**src/rtl/dca_lsu_pkg.sv**
```systemverilog
// dca_lsu_pkg: shared types and constants for the DCA matrix LSU request/response path.
// Rev 1.0
`default_nettype none

package dca_lsu_pkg;

  typedef enum logic [1:0] {
    ST_IDLE  = 2'd0,
    ST_ISSUE = 2'd1,
    ST_DRAIN = 2'd2,
    ST_DONE  = 2'd3
  } lsu_state_e;

  localparam int DCA_BURDEN_LAST_BIT = 0;

  // Data beat width that base address and stride must be aligned to when the check is built in.
  localparam int DCA_BW_DATA = 128;

  function automatic int dca_cnt_width(input int max_outstanding);
    return $clog2(max_outstanding + 1);
  endfunction

endpackage

`default_nettype wire

```
**src/rtl/dca_lsu_outstanding_cnt.sv**
```systemverilog
// dca_lsu_outstanding_cnt: saturating up/down counter with full/empty flags.
// Rev 1.0
`default_nettype none

module dca_lsu_outstanding_cnt #(
  parameter int MAX_VAL = 4,
  parameter int CNT_W   = 3
) (
  input  logic clk,
  input  logic rst,
  input  logic clear,
  input  logic inc_i,
  input  logic dec_i,
  output logic full_o,
  output logic empty_o
);

  logic [CNT_W-1:0] count_q;
  logic [CNT_W-1:0] count_d;
  logic             dec_eff;

  // A decrement at zero has nothing to retire, so it is dropped before netting against inc.
  always_comb begin
    dec_eff = dec_i && (count_q != '0);
    count_d = count_q;
    if (inc_i && !dec_eff && (count_q != CNT_W'(MAX_VAL))) begin
      count_d = count_q + CNT_W'(1);
    end else if (!inc_i && dec_eff) begin
      count_d = count_q - CNT_W'(1);
    end
  end

  always_ff @(posedge clk) begin
    if (rst || clear) begin
      count_q <= '0;
    end else begin
      count_q <= count_d;
    end
  end

  assign full_o  = (count_q == CNT_W'(MAX_VAL));
  assign empty_o = (count_q == '0);

endmodule

`default_nettype wire

```
**src/rtl/dca_matrix_lsu_req_gen.sv**
```systemverilog
// dca_matrix_lsu_req_gen: issues one LPIXM read per tile row with an outstanding-request cap.
// Rev 1.0; optional DCA_LSU_REQ_ALIGN_CHECK_EN enables the base/stride alignment check.
`default_nettype none

module dca_matrix_lsu_req_gen
  import dca_lsu_pkg::*;
#(
  parameter int BW_ADDR          = 32,
  parameter int MATRIX_SIZE_PARA = 4,
  parameter int BW_LPI_BURDEN    = 1,
  parameter int BW_STRIDE        = 16,
  parameter int MAX_OUTSTANDING  = 4
) (
  input  logic                                  clk,
  input  logic                                  rst,
  input  logic                                  clear,
  input  logic                                  start,
  input  logic [BW_ADDR-1:0]                    base_addr,
  input  logic [BW_STRIDE-1:0]                  stride,
  input  logic [$clog2(MATRIX_SIZE_PARA+1)-1:0] num_row,
  output logic                                  busy,
  output logic                                  done,
  output logic                                  error,
  output logic                                  req_valid,
  input  logic                                  req_ready,
  output logic [BW_ADDR-1:0]                    req_addr,
  output logic [BW_LPI_BURDEN-1:0]              req_burden,
  input  logic                                  rsp_row_done
);

  localparam int BW_ROW = $clog2(MATRIX_SIZE_PARA + 1);
  localparam int CNT_W  = dca_cnt_width(MAX_OUTSTANDING);

  lsu_state_e           state_q;
  logic [BW_ADDR-1:0]   row_addr_q;
  logic [BW_STRIDE-1:0] stride_q;
  logic [BW_ROW-1:0]    row_left_q;
  logic                 error_q;
  logic                 cnt_full;
  logic                 cnt_empty;
  logic                 req_hs;
  logic                 align_err;

`ifdef DCA_LSU_REQ_ALIGN_CHECK_EN
  assign align_err = ((base_addr & BW_ADDR'(DCA_BW_DATA / 8 - 1)) != '0) ||
                     ((stride & BW_STRIDE'(DCA_BW_DATA / 8 - 1)) != '0);
`else
  assign align_err = 1'b0;
`endif

  dca_lsu_outstanding_cnt #(
    .MAX_VAL (MAX_OUTSTANDING),
    .CNT_W   (CNT_W)
  ) u_outstanding_cnt (
    .clk     (clk),
    .rst     (rst),
    .clear   (clear),
    .inc_i   (req_hs),
    .dec_i   (rsp_row_done),
    .full_o  (cnt_full),
    .empty_o (cnt_empty)
  );

  // Valid only ever falls through row_left (handshake) or the cap (which only grows on handshake).
  assign req_valid = (state_q == ST_ISSUE) && (row_left_q != '0) && !cnt_full;
  assign req_hs    = req_valid && req_ready;

  always_ff @(posedge clk) begin
    if (rst || clear) begin
      state_q    <= ST_IDLE;
      row_addr_q <= '0;
      stride_q   <= '0;
      row_left_q <= '0;
      error_q    <= 1'b0;
    end else begin
      case (state_q)
        ST_IDLE: begin
          if (start) begin
            row_addr_q <= base_addr;
            stride_q   <= stride;
            row_left_q <= num_row;
            error_q    <= 1'b0;
            if (align_err) begin
              error_q    <= 1'b1;
              row_left_q <= '0;
              state_q    <= ST_DONE;
            end else if (num_row == '0) begin
              state_q <= ST_DONE;
            end else begin
              state_q <= ST_ISSUE;
            end
          end
        end
        ST_ISSUE: begin
          if (req_hs) begin
            row_addr_q <= row_addr_q + BW_ADDR'(stride_q);
            row_left_q <= row_left_q - BW_ROW'(1);
            if (row_left_q == BW_ROW'(1)) begin
              state_q <= ST_DRAIN;
            end
          end
        end
        ST_DRAIN: begin
          if (cnt_empty && !rsp_row_done) begin
            state_q <= ST_DONE;
          end
        end
        default: begin
          state_q <= ST_IDLE;
        end
      endcase
    end
  end

  always_comb begin
    req_burden = '0;
    req_burden[DCA_BURDEN_LAST_BIT] = (row_left_q == BW_ROW'(1));
  end

  assign req_addr = row_addr_q;
  assign busy     = (state_q != ST_IDLE);
  assign done     = (state_q == ST_DONE);
  assign error    = error_q;

endmodule

`default_nettype wire

```
**config.mk**
```make
export PLATFORM = sky130hd
export DESIGN_NAME = dca_matrix_lsu_req_gen
export DESIGN_NICKNAME = d
export VERILOG_FILES = /design/src/rtl/dca_lsu_pkg.sv /design/src/rtl/dca_lsu_outstanding_cnt.sv /design/src/rtl/dca_matrix_lsu_req_gen.sv
export SDC_FILE = /design/constraint.sdc
export NUM_CORES = 1
export LEC_CHECK = 0
export BUFFER_PORTS_ARGS = -buffer_cell sky130_fd_sc_hd__buf_2
export CAP_MARGIN = 20
export CORE_MARGIN = 8
export CORE_UTILIZATION = 54
export CTS_CLUSTER_DIAMETER = 100
export DETAILED_ROUTE_END_ITERATION = 16
export PLACE_DENSITY = 0.81
export SLEW_MARGIN = 20
export SYNTH_ARGS = -nofsm -noshare
export SYNTH_HDL_FRONTEND = slang
export SYNTH_SLANG_ARGS = --single-unit
```
**constraint.sdc**
```tcl
create_clock -name clk -period 2.7 [get_ports clk]
set_input_delay 0.54 -clock clk [delete_from_list [all_inputs] [get_ports clk]]
set_output_delay 0.54 -clock clk [all_outputs]
set_load 0.03 [all_outputs]
```
======== After elaboration in Yosys (flattened, before gate mapping) ========
Cells that the tools add are included.
cells by class
  $add $sub $neg .......................... 4
  eq/ne operators ......................... 10
  muxes and demuxes ....................... 14
  reductions and logical operators ........ 24
operators with widths
  operator               count
  $mux W32               2
  $pmux W32 S2           1
  $add A32 B16 Y32       1
  $mux W3                4
  $mux W2                5
  $logic_and A1 B1 Y1    8
  $logic_not A3 Y1       2
  $ne A2 B2 Y1 const B   3
  $pmux W2 S3            1
  $pmux W3 S2            1
  $reduce_bool A2 Y1     3
  $reduce_bool A3 Y1     2
  $sub A3 B1 Y3 const B  2
  $eq A2 B2 Y1 const B   2
  $logic_not A1 Y1       4
  $reduce_and A4 Y1      1
  $add A3 B1 Y3 const B  1
  $eq A3 B1 Y1 const B   1
  $eq A3 B3 Y1 const B   1
  $ne A3 B3 Y1 const B   1
  $reduce_and A3 Y1      1
  $eq A2 B1 Y1 const B   1
  $logic_not A2 Y1       1
  $ne A2 B1 Y1 const B   1
  2 further kinds        2
storage, ports and cells
  bits in registers ....................... 56
  input bits .............................. 57
  output and inout bits ................... 37
  logic and storage cells ................. 57

======== Logic depth before layout (Yosys ltp) ========
Gate-level depths: netlist (run 1).
  word-level depth ........................ 8
  depth in mapped cells ................... 11
  depth with buffers taken out ............ 11

======== Hierarchy ========
A second synthesis (run 1) with hierarchy kept.
second synthesis, totals
  cells, all modules ...................... 492
  area, all modules ....................... 3895.0 um^2
by module, submodules not included
  module                   times used  cells each  area each (um^2)  sequential area each (um^2)
  dca_matrix_lsu_req_gen   1           461         3636.0            1061.0
  dca_lsu_outstanding_cnt  1           31          259.0             60.1

======== Worst setup path after synthesis (run 1) ========
OpenSTA, ideal clock, no wires.
  path type ............................... register -> register
  start ................................... register row_addr_q[0], in the netlist req_addr[0]
  end ..................................... register row_addr_q[22], in the netlist req_addr[22]
  library setup time ...................... 0.074 ns
  data arrival time ....................... 2.462 ns
  data required time ...................... 2.626 ns
  path slack .............................. 0.163 ns
  stages on the path, launching flop included .. 11
  clock period less this slack ............ 2.537 ns
  cell sequence ........................... dfxtp_1 -> ha_1 -> fa_1 -> a21oi_1 -> o31ai_2 -> a21o_1 -> a221oi_1 -> buf_2 -> and2_1 -> o31ai_1 -> a31oi_1
between the ends
  cells in the longest elaborated chain, start to end .. 3
RTL lines
  element                   line                          text
  start: declaration        dca_matrix_lsu_req_gen.sv:35  logic [BW_ADDR-1:0] row_addr_q;
  start signal: assignment  dca_matrix_lsu_req_gen.sv:79  row_addr_q <= base_addr;
  start signal: assignment  dca_matrix_lsu_req_gen.sv:96  row_addr_q <= row_addr_q + BW_ADDR'(stride_q);
  $add A32 B16 Y32          dca_matrix_lsu_req_gen.sv:96
  $mux W32                  dca_matrix_lsu_req_gen.sv:95  if (req_hs) begin
  $pmux W32 S2              dca_matrix_lsu_req_gen.sv:76  case (state_q)
Every way passes these cells. The select of a mux whose other input is x is not followed.
A chain may end at the register's enable or synchronous reset.

======== Final worst setup path (run 1) ========
  start ................................... register row_addr_q[0], in the netlist req_addr[0]
  end ..................................... register row_addr_q[28], in the netlist req_addr[28]
Same word-level chain as after synthesis.

==> results.py, run 1 <==
metrics = {
    "outcome": {
        "outcome": "complete, no violations",
    },
    "routing": {
        "vias": 4136,
        "totalWireLength_um": 11200,
        "dr.first_iter.drc_count": 201,
        "dr.pass1.iters": 5,
        "antenna_left": 0,
        "drc": 0,
        "viasPerCell": 6.03,
        "routedWlPerCell_um": 16.4,
    },
    "finish": {
        "antenna-diode-count": 0,
        "layout_area_growth_over_synthesis_pct": 17.1,
        "num-nets-final": 672,
        "final.fill_count": 653,
        "layout-drive-gt1-share_pct": 20.8,
    },
    "worst_setup_path": {
        "slowest_delay_ns": 0.37,
        "critical_path_required_ns": 2.88,
        "kind_of_start_point_of_the_critical_path": "register",
        "slowest_stage": "sky130_fd_sc_hd__fa_2",
        "crit-reg2reg-launch": "req_addr[0]",
        "critical_path_startpoint": "req_addr[0]",
        "worstSetupPathType": "register to register",
        "end_kind": "register",
        "critical_path_peak_fanout": 5,
        "path_cells": "ha_1 > fa_2 > a21oi_2 > o31ai_4 > a21o_1 > a221oi_2 > buf_2 > nor4b_2 > mux2i_1 > o22ai_1",
        "arrival_ns": 2.65,
    },
    "synth": {
        "synth_edf_count": 0,
        "post_synth_inst_count": 509,
        "dominantRegCellSynth": "sky130_fd_sc_hd__dfxtp_1",
        "post_synth_instance_area_sq_um": 3810,
        "yosysSeqAreaShare_pct": 29.4,
        "synth-warning-count": 0,
        "postSynthAreaPerCell_sq_um": 7.49,
        "post_synth_num_cell_types": 59,
        "ys_seq_elements": 56,
        "asyncSetResetFlopFracSynth_pct": 0,
        "number_of_nets_produced_by_synthesis": 591,
    },
    "clocking": {
        "clkLatencyLatePin_ns": 0.32,
        "clock_tree.root_cell": "sky130_fd_sc_hd__clkbuf_8",
        "htree_num_levels": 2,
        "cts.reportedPaths.clkPinSlew_ns": 0.10,
        "clock_tree_from_tritoncts": "built",
        "cts.sinks": 56,
        "cts_inserted_buffers": 5,
        "clk_buf_depth": 2,
    },
    "floorplanning": {
        "coreArea_sq_um": 6830,
        "core.rowCount": 30,
        "design.die.area_sq_um": 10000,
        "die_x_um": 100,
        "start_util_pct": 55.8,
        "dieHeight_um": 100,
        "top_ports": 94,
    },
    "place": {
        "gp_congestion": 0.889,
        "dp_hpwl_um": 8270,
        "buffer_ports.inserted": 92,
        "dp_slack_ns": 0.172,
    },
    "timing": {
        "ratio_of_final_minimum_period_to_clock_period_pct": 91.5,
        "finClkSkew_ns": 0.00946,
        "slew_violations": 0,
        "setup_repair_after_global_routing_missed_its_margin": "no",
        "relSlewSlack_pct": 38.3,
        "worst_slack_ns": 0.231,
        "totalNegativeSetupSlack_ns": 0,
        "fmax_ghz": 0.405,
        "worstMarginPinSlew_ns": 0.925,
        "final_hold_viol_count": 0,
        "setup-violations-final": 0,
        "finalCriticalPeriod_ns": 2.47,
    },
    "global_routing": {
        "global_route.usage.total_pct": 22.3,
        "globalRoute.totalOverflow": 0,
        "grt_antenna_before_repair": 0,
        "grt_pass1_wl_um": 18700,
        "maximum_number_of_pins_on_one_net_before_global_route_repair": 46,
        "number_of_global_route_vias_before_repair": 4139,
    },
    "power_and_ir_drop": {
        "seq_power_share_pct": 48.0,
        "cellPowerDensity_nw_per_um2": 423,
        "leakage_uw": 0.00188,
        "switchingPower_uw": 658,
        "cellInternalPower_uw": 1230,
        "fraction_of_power_spent_switching_nets_pct": 34.8,
        "ir_worst_vdd_uv": 296,
        "power_frac_comb_pct": 27.9,
        "power.clock.fraction_pct": 24.1,
    },
    "worst_hold_path": {
        "holdCritStartpoint": "stride[1]",
        "min_path_type": "input pin to register",
    },
    "job": {
        "maxCapViolations": 0,
    },
}
routing by layer:
layer  vias up  part of all wire (%)  GRT usage (%)
met3        18                   8.5           5.40
met5         -                     0              0
met4         0                   1.6           7.56
met2       157                    49           39.6
li1       2022                     -              -
met1      1939                    41           25.5
registers in the layout (all words and copies together) (netlist names):
register,count
row_left_q,3
req_addr,32
state_q,2
stride_q,16
u_outstanding_cnt.count_q,3
layout make-up:
type | count | area [sq um] | share of cell area (%)
multi-input cells | 406 | 2530 | 56.7
repair buffers | 104 | 548 | 12.3
clock inverters | 1 | 5.00 | 0.112
inverters | 17 | 63.8 | 1.43
well taps | 96 | 120 | 2.69
flip-flops and latches | 56 | 1120 | 25.1
clock buffers | 6 | 72.6 | 1.63
power groups by stage:
stage,clock network [uW],registers [uW],logic (uW)
finish,454,908,527
global route,490,915,578
CTS,462,907,522
detailed placement,0,926,519
global placement,0,924,505
floorplan,0,971,309
path summary, 6_finish.rpt:
| check | end | slack (ns) | cells after the start |
|---|---|---|---|
| max | req_addr[28] | 0.23 | 10 |
| min reg2reg | stride_q[10] | 0.47 | 2 |
| max reg2reg | req_addr[28] | 0.23 | 10 |
| min | stride_q[1] | 0.45 | 3 |
stage by stage:
stage	instances	hold slack, ns	power (uW)	util (%)	cell area (sq um)
floorplan	509	0.440	1280	-	3810
global placement	677	0.449	1430	63.7	4350
detailed placement	677	0.453	1440	63.7	4350
CTS	684	0.446	1890	64.8	4430
global route	686	0.452	1980	65.3	4460
finish	686	0.451	1890	65.3	4460
critical path: cells and delay by family (launching register included):
family          cells  cell delay (ns)
flops               1             0.34
mux                 1             0.15
compound gates      5             0.93
simple gates        1             0.07
fa+ha+maj           2             0.61
buf+inv             1             0.25
repair_timing:
| item | CTS | global route |
|---|---|---|
| resized for setup | 0 | 6 |
| hold buffers | 0 | 0 |
| endpoints found under the setup margin | 0 | 7 |
| setup buffers | 0 | 1 |
logic make-up after synthesis:
group	Yosys count	share of synthesized area [%]
other	1	0.0984
AO/OA/AOI/OAI	157	26.4
XOR/XNOR	14	3.22
AND/OR/NAND/NOR	199	24.7
multiplexers	10	2.63
adder cells (fa/ha/maj)	25	8.60
flip-flops	56	29.4
buffers and inverters	47	4.99
placed cells by master, fill, tap and decap left out, types with 11 or more instances in the layout:
cell                      instances
sky130_fd_sc_hd__nor3_1          13
sky130_fd_sc_hd__and3_1          12
sky130_fd_sc_hd__o21ai_0         28
sky130_fd_sc_hd__inv_1           17
sky130_fd_sc_hd__dfxtp_1         56
sky130_fd_sc_hd__buf_4           11
sky130_fd_sc_hd__ha_1            23
sky130_fd_sc_hd__a21oi_1         54
sky130_fd_sc_hd__nand2_1         73
sky130_fd_sc_hd__nor2_1          40
sky130_fd_sc_hd__nand3_1         19
sky130_fd_sc_hd__buf_2           93
Yosys cell counts, types with 10 or more instances:
master	number	area [sq um]
sky130_fd_sc_hd__nor2_1	40	150
sky130_fd_sc_hd__nand2_1	73	274
sky130_fd_sc_hd__clkbuf_1	20	75.1
sky130_fd_sc_hd__a21oi_1	55	275
sky130_fd_sc_hd__and3_1	12	75.1
sky130_fd_sc_hd__xnor2_1	10	87.6
sky130_fd_sc_hd__nor3_1	13	65.1
sky130_fd_sc_hd__mux2i_1	10	100
sky130_fd_sc_hd__o21ai_0	28	140
sky130_fd_sc_hd__a211oi_1	10	75.1
sky130_fd_sc_hd__nand3_1	19	95.1
sky130_fd_sc_hd__ha_1	23	288
sky130_fd_sc_hd__inv_1	17	63.8
sky130_fd_sc_hd__dfxtp_1	56	1120
Power figures use the tool's default switching activity.
==> run 2: changes to the inputs <==
==> constraint.sdc (replaced) <==
create_clock -name clk -period 2.7 [get_ports clk]
set_input_delay 0 -clock clk [delete_from_list [all_inputs] [get_ports clk]]
set_output_delay 0 -clock clk [all_outputs]
set_load 0.03 [all_outputs]
==> run 2 against run 1 <==
Compared with the run above: sequential power about the same; clock power up 10%; count of clock-buffer cells in the layout up 1; final area up 5.2%; clock skew up 0.0021 ns; sequential share of layout area down 1.3 points; final cell count up 2.9%; utilization up 3.4 points; maximum frequency down 2.3%; power up 3.8%; via count up 1.9%; worst hold slack worse by 0.45 ns; critical endpoint is now req_addr[26]; largest power group unchanged; highest routed layer unchanged.
==> results.py, run 2 (same netlist as run 1, synthesis figures left out) <==
metrics = {
    "outcome": {
        "outcome": "complete, no violations",
    },
    "clocking": {
        "clkLatencyLatePin_ns": 0.31,
        "cts_inserted_buffers": 5,
        "cts.sinks": 56,
        "cts.reportedPaths.clkPinSlew_ns": 0.10,
        "htree_num_levels": 2,
        "clock_tree_from_tritoncts": "built",
        "clock_tree.root_cell": "sky130_fd_sc_hd__clkbuf_8",
        "clk_buf_depth": 2,
        "postCtsSetupRepairBufs": 0,
    },
    "routing": {
        "dr.pass1.iters": 5,
        "antenna_left": 0,
        "totalWireLength_um": 11500,
        "viasPerCell": 5.97,
        "vias": 4213,
        "drc": 0,
        "routedWlPerCell_um": 16.3,
        "dr.first_iter.drc_count": 309,
    },
    "power_and_ir_drop": {
        "ir_worst_vdd_uv": 283,
        "cellPowerDensity_nw_per_um2": 417,
        "leakage_uw": 0.00197,
    },
    "timing": {
        "relSlewSlack_pct": 37.4,
        "hold_slack_ns": 0.00420,
        "setup-violations-final": 0,
        "fmax_ghz": 0.396,
        "slew_violations": 0,
        "finClkSkew_ns": 0.0115,
        "setup_repair_after_global_routing_missed_its_margin": "no",
        "finalCriticalPeriod_ns": 2.53,
        "worstMarginPinSlew_ns": 0.939,
        "totalNegativeSetupSlack_ns": 0,
        "ratio_of_final_minimum_period_to_clock_period_pct": 93.6,
        "final_hold_viol_count": 0,
    },
    "worst_setup_path": {
        "slowest_delay_ns": 0.43,
        "kind_of_start_point_of_the_critical_path": "register",
        "slowest_stage": "sky130_fd_sc_hd__fa_1",
        "critical_path_peak_fanout": 6,
        "path_cells": "ha_1 > fa_1 > a21oi_2 > o31ai_4 > a21o_1 > a221oi_4 > buf_4 > nor3_1 > mux2i_1 > o22ai_1",
        "critical_path_required_ns": 2.87,
        "arrival_ns": 2.70,
        "worstSetupPathType": "register to register",
        "end_kind": "register",
    },
    "finish": {
        "multi_input_comb_area_sq_um": 2540,
        "regArea_sq_um": 1120,
        "antenna-diode-count": 0,
        "largest_register_ffs": 32,
        "layout_area_growth_over_synthesis_pct": 23.2,
        "num-nets-final": 692,
        "final.fill_count": 600,
        "final_cell_mix": "sky130_fd_sc_hd__buf_2 (93), sky130_fd_sc_hd__nand2_1 (73), sky130_fd_sc_hd__dfxtp_1 (56), sky130_fd_sc_hd__a21oi_1 (54), sky130_fd_sc_hd__nor2_1 (40)",
        "mostFrequentLayoutCell": "sky130_fd_sc_hd__buf_2",
        "layout-drive-gt1-share_pct": 19.8,
    },
    "floorplanning": {
        "coreArea_sq_um": 6830,
        "die_x_um": 100,
        "core.rowCount": 30,
        "dieHeight_um": 100,
        "start_util_pct": 55.8,
        "design.die.area_sq_um": 10000,
        "top_ports": 94,
    },
    "place": {
        "buffer_ports.inserted": 92,
        "gp_congestion": 0.890,
        "dp_hpwl_um": 8110,
    },
    "global_routing": {
        "global_route.usage.total_pct": 22.7,
        "maximum_number_of_pins_on_one_net_before_global_route_repair": 46,
        "globalRoute.totalOverflow": 0,
        "grt_antenna_before_repair": 0,
        "grt_pass1_wl_um": 19100,
        "number_of_global_route_vias_before_repair": 4141,
    },
    "worst_hold_path": {
        "min_path_type": "input pin to register",
    },
    "job": {
        "maxCapViolations": 0,
    },
}
run 2: cell types whose count changed in the layout (fill, tap and decap cells not counted), sizes merged:
| cell | before | now |
|---|---|---|
| dlygate4sd3 | 0 | 22 |
| buf | 104 | 102 |
| clkbuf | 6 | 7 |
| clkinv | 1 | 0 |
run 2: metrics by stage:
| stage | power (uW) | cell area, sq um | utilization, % | instances | worst slack, ns |
|---|---|---|---|---|---|
| floorplan | 1280 | 3810 | - | 509 | 0.163 |
| global placement | 1430 | 4340 | 63.6 | 676 | 0.243 |
| detailed placement | 1440 | 4340 | 63.6 | 676 | 0.150 |
| CTS | 1950 | 4660 | 68.2 | 705 | 0.138 |
| global route | 2050 | 4700 | 68.7 | 706 | 0.0143 |
| finish | 1960 | 4700 | 68.7 | 706 | 0.173 |
run 2: area by class of cell:
cell class / instances / share of cell area (%)
clock buffers: 7 / 2.05
inverters: 17 / 1.36
multi-input cells: 406 / 54.1
repair buffers: 124 / 16.0
flip-flops and latches: 56 / 23.9
well taps: 96 / 2.56
run 2: power breakdown:
part / internal, uW / total, uW / switching, uW
sequential: 867 / 908 / 40.9
combinational: 207 / 552 / 346
clock: 229 / 500 / 271
total: 1300 / 1960 / 657
run 2: worst paths after layout:
kind,endpoint,slack [ns],cells past startpoint,startpoint
max,req_addr[26],0.17,10,req_addr[0]
min,req_addr[6],0.004,3,base_addr[6]
max reg2reg,req_addr[26],0.17,10,req_addr[0]
min reg2reg,stride_q[10],0.46,2,stride_q[10]
run 2: metal layers:
| metal | routed length, um | up-vias | global-route usage (%) |
|---|---|---|---|
| met4 | 265 | 0 | 8.14 |
| met5 | 0 | - | 0 |
| met1 | 4840 | 1977 | 27.6 |
| li1 | - | 2046 | - |
| met2 | 5480 | 161 | 38.5 |
| met3 | 888 | 29 | 4.71 |
run 2: timing repair:
item,4_1_cts,5_1_grt
setup endpoints to repair,0,6
hold buffers,22,0
hold endpoints to repair,22,0
gates resized for setup,0,6
run 2: critical path: cells and delay by family (launching register included):
kind,cells,cell delay (ns)
flops,1,0.33
compound gates,5,0.94
fa+ha+maj,2,0.67
buf+inv,1,0.21
simple gates,1,0.07
mux,1,0.15
